--- src/rtl/can_bit_destuffer.sv ---
// CAN receive bit destuffer: resolves sampled bits (single or 2-of-3 vote),
// integrates bus idle, strips stuff bits and flags stuff violations.
//
// Ports:
//   clk, resetN          clock, async active-low reset
//   sampleStrobe/Bit     sample pulse and bus level (1 = recessive)
//   multiSelect          0: 1 strobe/bit, 1: 3 strobes/bit majority
//   bitRestart           clears a partial vote
//   stuffEnable          destuffing active when 1
//   frameEnd             frame complete (acted on only in RX)
//   bitOut/bitValid      destuffed bit and its pulse
//   stuffDropped         stuff bit removed
//   stuffError           six equal bits seen
//   sofDetect            start of frame, with its bitValid
//   busIdle              level, bus integrated idle
module can_bit_destuffer (
  input  logic clk,
  input  logic resetN,
  input  logic sampleStrobe,
  input  logic sampleBit,
  input  logic multiSelect,
  input  logic bitRestart,
  input  logic stuffEnable,
  input  logic frameEnd,
  output logic bitOut,
  output logic bitValid,
  output logic stuffDropped,
  output logic stuffError,
  output logic sofDetect,
  output logic busIdle
);

  typedef enum logic [1:0] {
    INTEGRATE,
    IDLE,
    RX,
    ERROR
  } state_e;

  state_e     state_q, state_d;
  logic [1:0] cnt_q, cnt_d;
  logic [1:0] acc_q, acc_d;
  logic       mode_q, mode_d;
  logic [2:0] run_q, run_d;
  logic       rv_q, rv_d;
  logic [3:0] rec_q, rec_d;
  logic       fep_q, fep_d;

  logic out_q, out_d;
  logic val_q, val_d;
  logic drp_q, drp_d;
  logic err_q, err_d;
  logic sof_q, sof_d;

  logic mode;
  logic res;
  logic rbit;
  logic [1:0] vote;

  // Bit resolution. The vote mode is sampled only at the first strobe
  // of a bit, so a mid-bit change of multiSelect waits for the next bit.
  always_comb begin
    cnt_d  = cnt_q;
    acc_d  = acc_q;
    mode_d = mode_q;
    res    = 1'b0;
    rbit   = 1'b0;
    mode   = (cnt_q == 2'd0) ? multiSelect : mode_q;
    vote   = acc_q + {1'b0, sampleBit};
    if (bitRestart) begin
      cnt_d = 2'd0;
      acc_d = 2'd0;
    end else if (sampleStrobe) begin
      if (!mode) begin
        res  = 1'b1;
        rbit = sampleBit;
      end else if (cnt_q == 2'd2) begin
        res   = 1'b1;
        rbit  = vote[1];
        cnt_d = 2'd0;
        acc_d = 2'd0;
      end else begin
        cnt_d  = cnt_q + 2'd1;
        acc_d  = vote;
        mode_d = mode;
      end
    end
  end

  always_comb begin
    state_d = state_q;
    run_d   = run_q;
    rv_d    = rv_q;
    rec_d   = rec_q;
    fep_d   = 1'b0;
    out_d   = out_q;
    val_d   = 1'b0;
    drp_d   = 1'b0;
    err_d   = 1'b0;
    sof_d   = 1'b0;
    unique case (state_q)
      INTEGRATE: begin
        if (res) begin
          if (!rbit) begin
            rec_d = 4'd0;
          end else if (rec_q < 4'd11) begin
            rec_d = rec_q + 4'd1;
          end
          if (rbit && rec_q >= 4'd10) begin
            state_d = IDLE;
          end
        end
      end
      IDLE: begin
        if (res && !rbit) begin
          sof_d   = 1'b1;
          val_d   = 1'b1;
          out_d   = 1'b0;
          rv_d    = 1'b0;
          run_d   = 3'd1;
          state_d = RX;
        end
      end
      RX: begin
        if (res) begin
          // A frameEnd arriving with a bit is held until after it.
          fep_d = frameEnd | fep_q;
          if (!stuffEnable) begin
            val_d = 1'b1;
            out_d = rbit;
            run_d = 3'd0;
          end else if (run_q == 3'd0) begin
            val_d = 1'b1;
            out_d = rbit;
            rv_d  = rbit;
            run_d = 3'd1;
          end else if (run_q < 3'd5) begin
            val_d = 1'b1;
            out_d = rbit;
            if (rbit == rv_q) begin
              run_d = run_q + 3'd1;
            end else begin
              rv_d  = rbit;
              run_d = 3'd1;
            end
          end else if (rbit != rv_q) begin
            drp_d = 1'b1;
            rv_d  = rbit;
            run_d = 3'd1;
          end else begin
            err_d   = 1'b1;
            fep_d   = 1'b0;
            state_d = ERROR;
          end
        end else if (frameEnd || fep_q) begin
          state_d = IDLE;
        end
      end
      ERROR: begin
        rec_d   = 4'd0;
        state_d = INTEGRATE;
      end
      default: state_d = INTEGRATE;
    endcase
  end

  always_ff @(posedge clk or negedge resetN) begin
    if (!resetN) begin
      state_q <= INTEGRATE;
      cnt_q   <= 2'd0;
      acc_q   <= 2'd0;
      mode_q  <= 1'b0;
      run_q   <= 3'd0;
      rv_q    <= 1'b0;
      rec_q   <= 4'd0;
      fep_q   <= 1'b0;
      out_q   <= 1'b0;
      val_q   <= 1'b0;
      drp_q   <= 1'b0;
      err_q   <= 1'b0;
      sof_q   <= 1'b0;
    end else begin
      state_q <= state_d;
      cnt_q   <= cnt_d;
      acc_q   <= acc_d;
      mode_q  <= mode_d;
      run_q   <= run_d;
      rv_q    <= rv_d;
      rec_q   <= rec_d;
      fep_q   <= fep_d;
      out_q   <= out_d;
      val_q   <= val_d;
      drp_q   <= drp_d;
      err_q   <= err_d;
      sof_q   <= sof_d;
    end
  end

  assign bitOut       = out_q;
  assign bitValid     = val_q;
  assign stuffDropped = drp_q;
  assign stuffError   = err_q;
  assign sofDetect    = sof_q;
  assign busIdle      = (state_q == IDLE);

endmodule

--- config.mk ---
export PLATFORM = sky130hd
export DESIGN_NAME = can_bit_destuffer
export DESIGN_NICKNAME = d
export VERILOG_FILES = /design/src/rtl/can_bit_destuffer.sv
export SDC_FILE = /design/constraint.sdc
export NUM_CORES = 1
export LEC_CHECK = 0
export BUFFER_PORTS_ARGS = -buffer_cell sky130_fd_sc_hd__buf_2
export CORE_MARGIN = 1
export CORE_UTILIZATION = 50
export CTS_BUF_LIST = sky130_fd_sc_hd__clkbuf_16
export DETAILED_ROUTE_END_ITERATION = 12
export MAX_ROUTING_LAYER = met4
export PLACE_DENSITY_LB_ADDON = 0.05
export REMOVE_ABC_BUFFERS = 1
export SLEW_MARGIN = 20
export SYNTH_ARGS = -nofsm -noshare
export SYNTH_HDL_FRONTEND = slang
export SYNTH_SLANG_ARGS = --single-unit
--- constraint.sdc ---
create_clock -name clk -period 4.7 [get_ports clk]
set_input_delay 0.47 -clock clk [delete_from_list [all_inputs] [get_ports clk]]
set_output_delay 0.47 -clock clk [all_outputs]
set_load 0.005 [all_outputs]
==> results of run 1 <==
==> per-layer routing <==
| layer | share of wire, % | wire [µm] | vias to the layer above |
|---|---|---|---|
| met5 | 0 | 0 | - |
| met4 | 0.97 | 24 | 0 |
| met3 | 3.2 | 79 | 2 |
| met2 | 46 | 1140 | 19 |
| met1 | 50 | 1220 | 483 |
| li1 | - | - | 531 |
==> path summary, 6_finish.rpt <==
check                      endpoint  cells past startpoint
max reg2reg                run_q[2]                      6
min reg2reg                acc_q[1]                      1
min in group clk           cnt_q[0]                      2
max                        run_q[2]                      6
min                        cnt_q[1]                      1
max in group asynchronous  run_q[0]                      1
==> power breakdown <==
| group | switching, mW | leakage, nW | internal (mW) | total, mW |
|---|---|---|---|---|
| Combinational | 0.167 | 0.387 | 0.123 | 0.289 |
| Sequential | 0.0376 | 0.278 | 0.211 | 0.249 |
| Clock | 0.0622 | 0.0423 | 0.113 | 0.175 |
| Total | 0.266 | 0.707 | 0.447 | 0.714 |
==> kinds of logic (layout without fill, tap and decap cells) <==
kind of cell / count (synthesis) / after routing / synth area share (%)
AO/OA/AOI/OAI: 44 / 44 / 26.3
XOR/XNOR: 2 / 2 / 1.32
adder cells (fa/ha/maj): 10 / 10 / 9.40
buffers and inverters: 9 / 25 / 2.54
flip-flops: 21 / 21 / 39.5
multiplexers: 3 / 3 / 2.54
AND/OR/NAND/NOR: 47 / 47 / 18.4
==> final cells by class <==
type / instances / area share [%]
Timing Repair Buffer: 13 / 4.31
Sequential cell: 21 / 34.8
Multi-Input combinational cell: 106 / 51.2
Tap cell: 30 / 2.49
Clock inverter: 1 / 0.249
Inverter: 8 / 1.99
Clock buffer: 3 / 4.98
==> per-stage QoR <==
step                power, mW  area, µm²  hold WS (ns)  setup WS [ns]
floorplan               0.472       1330         0.174           2.78
global placement        0.533       1430         0.446           2.52
detailed placement      0.537       1430         0.460           2.45
CTS                     0.717       1510         0.192           2.63
global route            0.773       1510         0.219           2.47
finish                  0.714       1510         0.177           2.61
==> critical path: cells and delay by family (launching register included) <==
family | cells | cell delay (ns)
DFF | 1 | 0.47
AOI/OAI and AO/OA | 5 | 1.25
and+or+nand+nor | 1 | 0.24
==> synthesized netlist by cell type (all sizes together) <==
| master | instances |
|---|---|
| a22o | 3 |
| nor2b | 2 |
| o211a | 1 |
| dfrtp | 21 |
| o31a | 1 |
| ha | 10 |
| or3 | 2 |
| o32ai | 1 |
| o211ai | 3 |
| clkbuf | 1 |
| a22oi | 1 |
| nor2 | 12 |
| a21o | 1 |
| nand2 | 14 |
| and3 | 1 |
| a31oi | 2 |
| nor3b | 1 |
| nor3 | 4 |
| nand3 | 3 |
| xor2 | 2 |
| a211o | 2 |
| o21a | 3 |
| o32a | 1 |
| mux2 | 3 |
| a211oi | 1 |
| a2bb2oi | 1 |
| nand4 | 2 |
| inv | 8 |
| o22ai | 1 |
| or2 | 3 |
| nand4b | 1 |
| o21ai | 11 |
| a21oi | 6 |
| nand2b | 2 |
| o31ai | 5 |
==> sequential cells by signal, summed over array words and instances, names as in the netlist <==
signal,cells
sofDetect,1
rec_q,4
acc_q,2
stuffError,1
run_q,3
bitOut,1
stuffDropped,1
fep_q,1
bitValid,1
state_q,2
rv_q,1
cnt_q,2
mode_q,1
==> impl_metrics.py, run 1 <==
metrics = {
    "global_routing": {
        "grt_util_all_layers_pct": 21.1,
        "grt_max_degree": 22,
        "top_usage_layer": "met2",
        "met1_usage_pct": 28.6,
        "grt_pass1_vias": 912,
        "grt_use_met3_pct": 4.52,
        "use_met2_pct": 30.2,
        "grt_pass1_wl_um": 4180,
        "grt-ovfl-total": 0,
        "antenna_found_initial": 0,
    },
    "cts": {
        "cts_max_level": 1,
        "cts_root_buffer": "clkbuf_16",
        "clk_pin_slew_worst_paths_ns": 0.06,
        "cts_hold_buffers": 0,
        "clk_latency_ns": 0.25,
        "post-cts-setup-buffer-count": 0,
        "cts-resized-gates": 0,
        "cts_made_buffers": 3,
        "clock_sinks": 21,
        "cts_max_path_buffers": 2,
        "cts_tree": "yes",
    },
    "detailed_routing": {
        "routed_wl_um": 2470,
        "drtPass1Iterations": 4,
        "antenna_left": 0,
        "route.detailed.drc": 0,
        "wl_per_cell_um": 13.5,
        "initialDrtViolationCount": 15,
        "viasPerCell": 5.69,
        "vias": 1035,
    },
    "sta": {
        "min_period_ns": 2.09,
        "rsz0062_at_grt": "false",
        "slew_violations": 0,
        "fmax_ghz": 0.479,
        "max_slew.worst_pin.slew_ns": 0.483,
        "setup_viol": 0,
        "fin_crit_sh_pct": 44.4,
        "slew_headroom_pct": 67.8,
        "clock_skew_ns": 0.00121,
        "finalHoldViolCount": 0,
        "tns_ns": 0,
    },
    "critical_path": {
        "slowest_stage": "dfrtp_1",
        "critPathLaunchType": "flop",
        "worstSetupEndpointType": "flop",
        "r2r_slack_ns": 2.61,
        "cpPeakStageDelay_ns": 0.47,
        "crit_type": "flop to flop",
        "path_max_fanout": 8,
        "crit_chain": "o21a_1, o32ai_4, a2bb2oi_1, nand4_1, a31oi_1, o22ai_1",
        "cp_data_arrival_time_ns": 2.21,
        "cp-startpoint": "cnt_q[0]",
        "timing.rr.start": "cnt_q[0]",
        "required_ns": 4.82,
    },
    "synthesis": {
        "post_synth.cell_area_avg_um2": 9.79,
        "yosysTopAreaCell": "dfrtp_1",
        "yosysTopAreaCellShare_pct": 39.5,
        "yosys_warnings": 0,
        "synth_area_leaders": "dfrtp_1 39%, ha_1 9.4%, nand2_1 3.9%, nor2_1 3.4%, o21ai_0 2.6%",
        "synth-seq-cells": 21,
        "yosysSeqAreaShare_pct": 39.5,
        "synth_area_um2": 1330,
        "synth.distinct_cells": 42,
        "synthCells": 136,
    },
    "cells_and_area": {
        "antenna_cells": 0,
        "mostFrequentLayoutCell": "dfrtp_1",
        "multi_input_comb_area_um2": 772,
        "nFillCells": 213,
        "layout-drive-gt1-share_pct": 21.7,
        "area_growth_pct": 13.3,
        "layout_common_cells": "21 x dfrtp_1, 14 x nand2_1, 13 x buf_2",
        "fin_util_pct": 60.4,
        "layout.nets": 171,
        "regArea_um2": 526,
        "final_cell_count_no_fill": 182,
    },
    "floorplanning": {
        "die_x_um": 53.6,
        "coreArea_um2": 2500,
        "row_count": 18,
        "fp.dieH_um": 53.6,
        "dieArea_um2": 2870,
        "io_pins": 14,
        "initial_core_util_pct": 53.3,
    },
    "pwr": {
        "power-per-cell-area_nw_per_um2": 473,
        "p_leak_nw": 0.707,
        "ir_worst_vdd_uv": 321,
    },
    "place": {
        "routabilityCongestion": 0.773,
        "numPortBuffers": 13,
        "dp_hpwl_um": 1820,
        "dp_cells": 178,
    },
    "run_status": {
        "outcome": "completed",
    },
    "hold_path": {
        "worst_hold_path_type": "input port to asynchronous set/reset pin",
    },
    "job": {
        "cap_violations": 0,
    },
}
Power figures use the tool's default switching activity.
==> inputs of run 2 (changes only) <==
==> constraint.sdc (replaced) <==
create_clock -name clk -period 1.94 [get_ports clk]
set_input_delay 0.194 -clock clk [delete_from_list [all_inputs] [get_ports clk]]
set_output_delay 0.194 -clock clk [all_outputs]
set_load 0.005 [all_outputs]
==> run 2 against run 1 <==
The flow now finishes with violations (setup timing). Cell count is 6.6% higher. Largest cell class unchanged. Total power grew to 2.6 times the previous value. Worst hold slack worse by 0.060 ns. Fmax is 6.6% higher.
==> impl_metrics.py, run 2 (synthesis gave the netlist of run 1 again) <==
metrics = {
    "place": {
        "numPortBuffers": 13,
        "postPlaceCellArea_um2": 1480,
        "routabilityCongestion": 0.792,
        "dp_hpwl_um": 2020,
        "pre_cts_ws_ns": -0.0212,
        "dp_cells": 185,
    },
    "cts": {
        "cts_max_level": 1,
        "clock_sinks": 21,
        "clk_pin_slew_worst_paths_ns": 0.06,
        "cts_root_buffer": "clkbuf_16",
        "cts_max_path_buffers": 2,
        "clk_latency_ns": 0.25,
        "cts_tree": "yes",
        "cts_made_buffers": 3,
    },
    "critical_path": {
        "slowest_stage": "dfrtp_1",
        "timing.rr.start": "cnt_q[1]",
        "critPathLaunchType": "flop",
        "worstSetupEndpointType": "flop",
        "crit_chain": "o21a_2, o32ai_4, buf_6, xor2_2, a21oi_2, o31a_1, a21oi_1",
        "cp_data_arrival_time_ns": 2.13,
        "required_ns": 2.12,
        "path_max_fanout": 5,
        "r2r_slack_ns": -0.02,
        "reg2reg_depth": 7,
        "r2r-end": "state_q[1]",
        "cpPeakStageDelay_ns": 0.42,
        "crit_type": "flop to flop",
    },
    "sta": {
        "fmax_ghz": 0.511,
        "fin_crit_sh_pct": 101,
        "slew_violations": 0,
        "max_slew.worst_pin.slew_ns": 0.482,
        "rsz0062_at_grt": "true",
        "setup_viol": 1,
        "min_period_ns": 1.96,
        "finalHoldViolCount": 0,
        "worst_slack_ns": -0.0164,
        "tns_ns": -0.0164,
        "clock_skew_ns": 0.00211,
        "slew_headroom_pct": 67.8,
    },
    "cells_and_area": {
        "mostFrequentLayoutCell": "dfrtp_1",
        "reg_top3": "rec_q (4), run_q (3)",
        "stdcell_area_um2": 1690,
        "largest_reg_flops": 4,
        "final_cell_count_no_fill": 194,
        "antenna_cells": 0,
        "layout-drive-gt1-share_pct": 32.9,
        "layout.nets": 183,
        "nFillCells": 182,
        "area_growth_pct": 26.8,
        "layout_common_cells": "21 x dfrtp_1, 14 x nand2_1, 13 x buf_2",
        "top_register": "rec_q",
    },
    "detailed_routing": {
        "initialDrtViolationCount": 19,
        "viasPerCell": 5.77,
        "vias": 1120,
        "wl_per_cell_um": 14.9,
        "route.detailed.drc": 0,
        "routed_wl_um": 2880,
        "antenna_left": 0,
        "drtPass1Iterations": 4,
    },
    "pwr": {
        "p_int_mw": 1.16,
        "ir_worst_vdd_uv": 966,
        "p_comb_share_pct": 44.5,
        "p_sw_mw": 0.705,
        "power-per-cell-area_nw_per_um2": 1100,
        "clkPwrFrac_pct": 23.0,
        "seqPwrFrac_pct": 32.5,
        "sw_frac_of_total_pct": 37.9,
        "p_total_mw": 1.86,
        "p_leak_nw": 0.778,
    },
    "floorplanning": {
        "row_count": 18,
        "die_x_um": 53.6,
        "dieArea_um2": 2870,
        "initial_core_util_pct": 53.3,
        "io_pins": 14,
        "fp.dieH_um": 53.6,
        "coreArea_um2": 2500,
    },
    "global_routing": {
        "grt_max_degree": 22,
        "grt_pass1_wl_um": 4400,
        "grt_util_all_layers_pct": 21.8,
        "grt-ovfl-total": 0,
        "antenna_found_initial": 0,
        "grt_pass1_vias": 1027,
    },
    "hold_path": {
        "hold_depth": 2,
        "worst_hold_path_type": "input port to flop",
        "hold_end": "cnt_q[0]",
        "hp-start": "bitRestart",
    },
    "job": {
        "cap_violations": 0,
    },
    "run_status": {
        "violations": "setup timing",
        "outcome": "finished with violations",
    },
}
-- run 2: timing repair --
action                                 CTS  global route
endpoints found under the hold margin   21             0
setup endpoints to repair                1            11
resized for setup                        1            15
pin swaps                                1             9
buffers inserted                         0             4
hold buffers                             1             0
-- run 2: per-stage QoR --
stage	utilization, %	hold slack [ns]
after floorplan	-	-0.102
after global placement	59.3	0.176
after detailed placement	59.3	0.183
after CTS	63.0	0.116
after global routing	67.5	0.129
final	67.5	0.117
-- run 2: worst max-delay path by stage --
| stage | slack, ns | from | cells past startpoint | endpoint |
|---|---|---|---|---|
| after floorplan | 0.13 | cnt_q[0] | 6 | run_q[2] |
| after global placement | 0.04 | acc_q[0] | 7 | run_q[2] |
| after detailed placement | -0.02 | acc_q[0] | 7 | run_q[2] |
| after CTS | -0.01 | cnt_q[0] | 6 | run_q[2] |
| after global routing | -0.10 | cnt_q[1] | 6 | run_q[2] |
| final | -0.02 | cnt_q[1] | 7 | state_q[1] |
-- run 2: final cells by class --
cell class / count / area (µm²) / area share, %
Clock buffer: 3 / 75.1 / 4.45
Clock inverter: 1 / 3.75 / 0.222
Inverter: 8 / 30.0 / 1.78
Multi-Input combinational cell: 106 / 855 / 50.6
Sequential cell: 21 / 526 / 31.1
Tap cell: 30 / 37.5 / 2.22
Timing Repair Buffer: 25 / 161 / 9.56
-- run 2: critical path, delay by kind of cell (launching register included) --
kind / cells / cell delay (ns)
AOI/OAI and AO/OA: 5 / 1.14
xor gates and xnor gates: 1 / 0.15
buffers and inverters: 1 / 0.18
DFF: 1 / 0.42
-- run 2: layer usage --
| metal | wire (µm) | GRT usage (%) | vias up |
|---|---|---|---|
| met3 | 109 | 5.37 | 2 |
| li1 | - | - | 551 |
| met2 | 1360 | 33.8 | 22 |
| met5 | 0 | - | - |
| met4 | 17 | 8.77 | 0 |
| met1 | 1400 | 27.2 | 545 |
-- run 2: power by group through the flow --
stage	Combinational, mW	Clock, mW	Sequential [mW]
2_1_floorplan	0.555	0	0.588
3_3_place_gp	0.731	0	0.602
3_5_place_dp	0.753	0	0.606
4_1_cts	0.764	0.435	0.598
5_1_grt	0.916	0.453	0.613
6_report	0.828	0.427	0.606
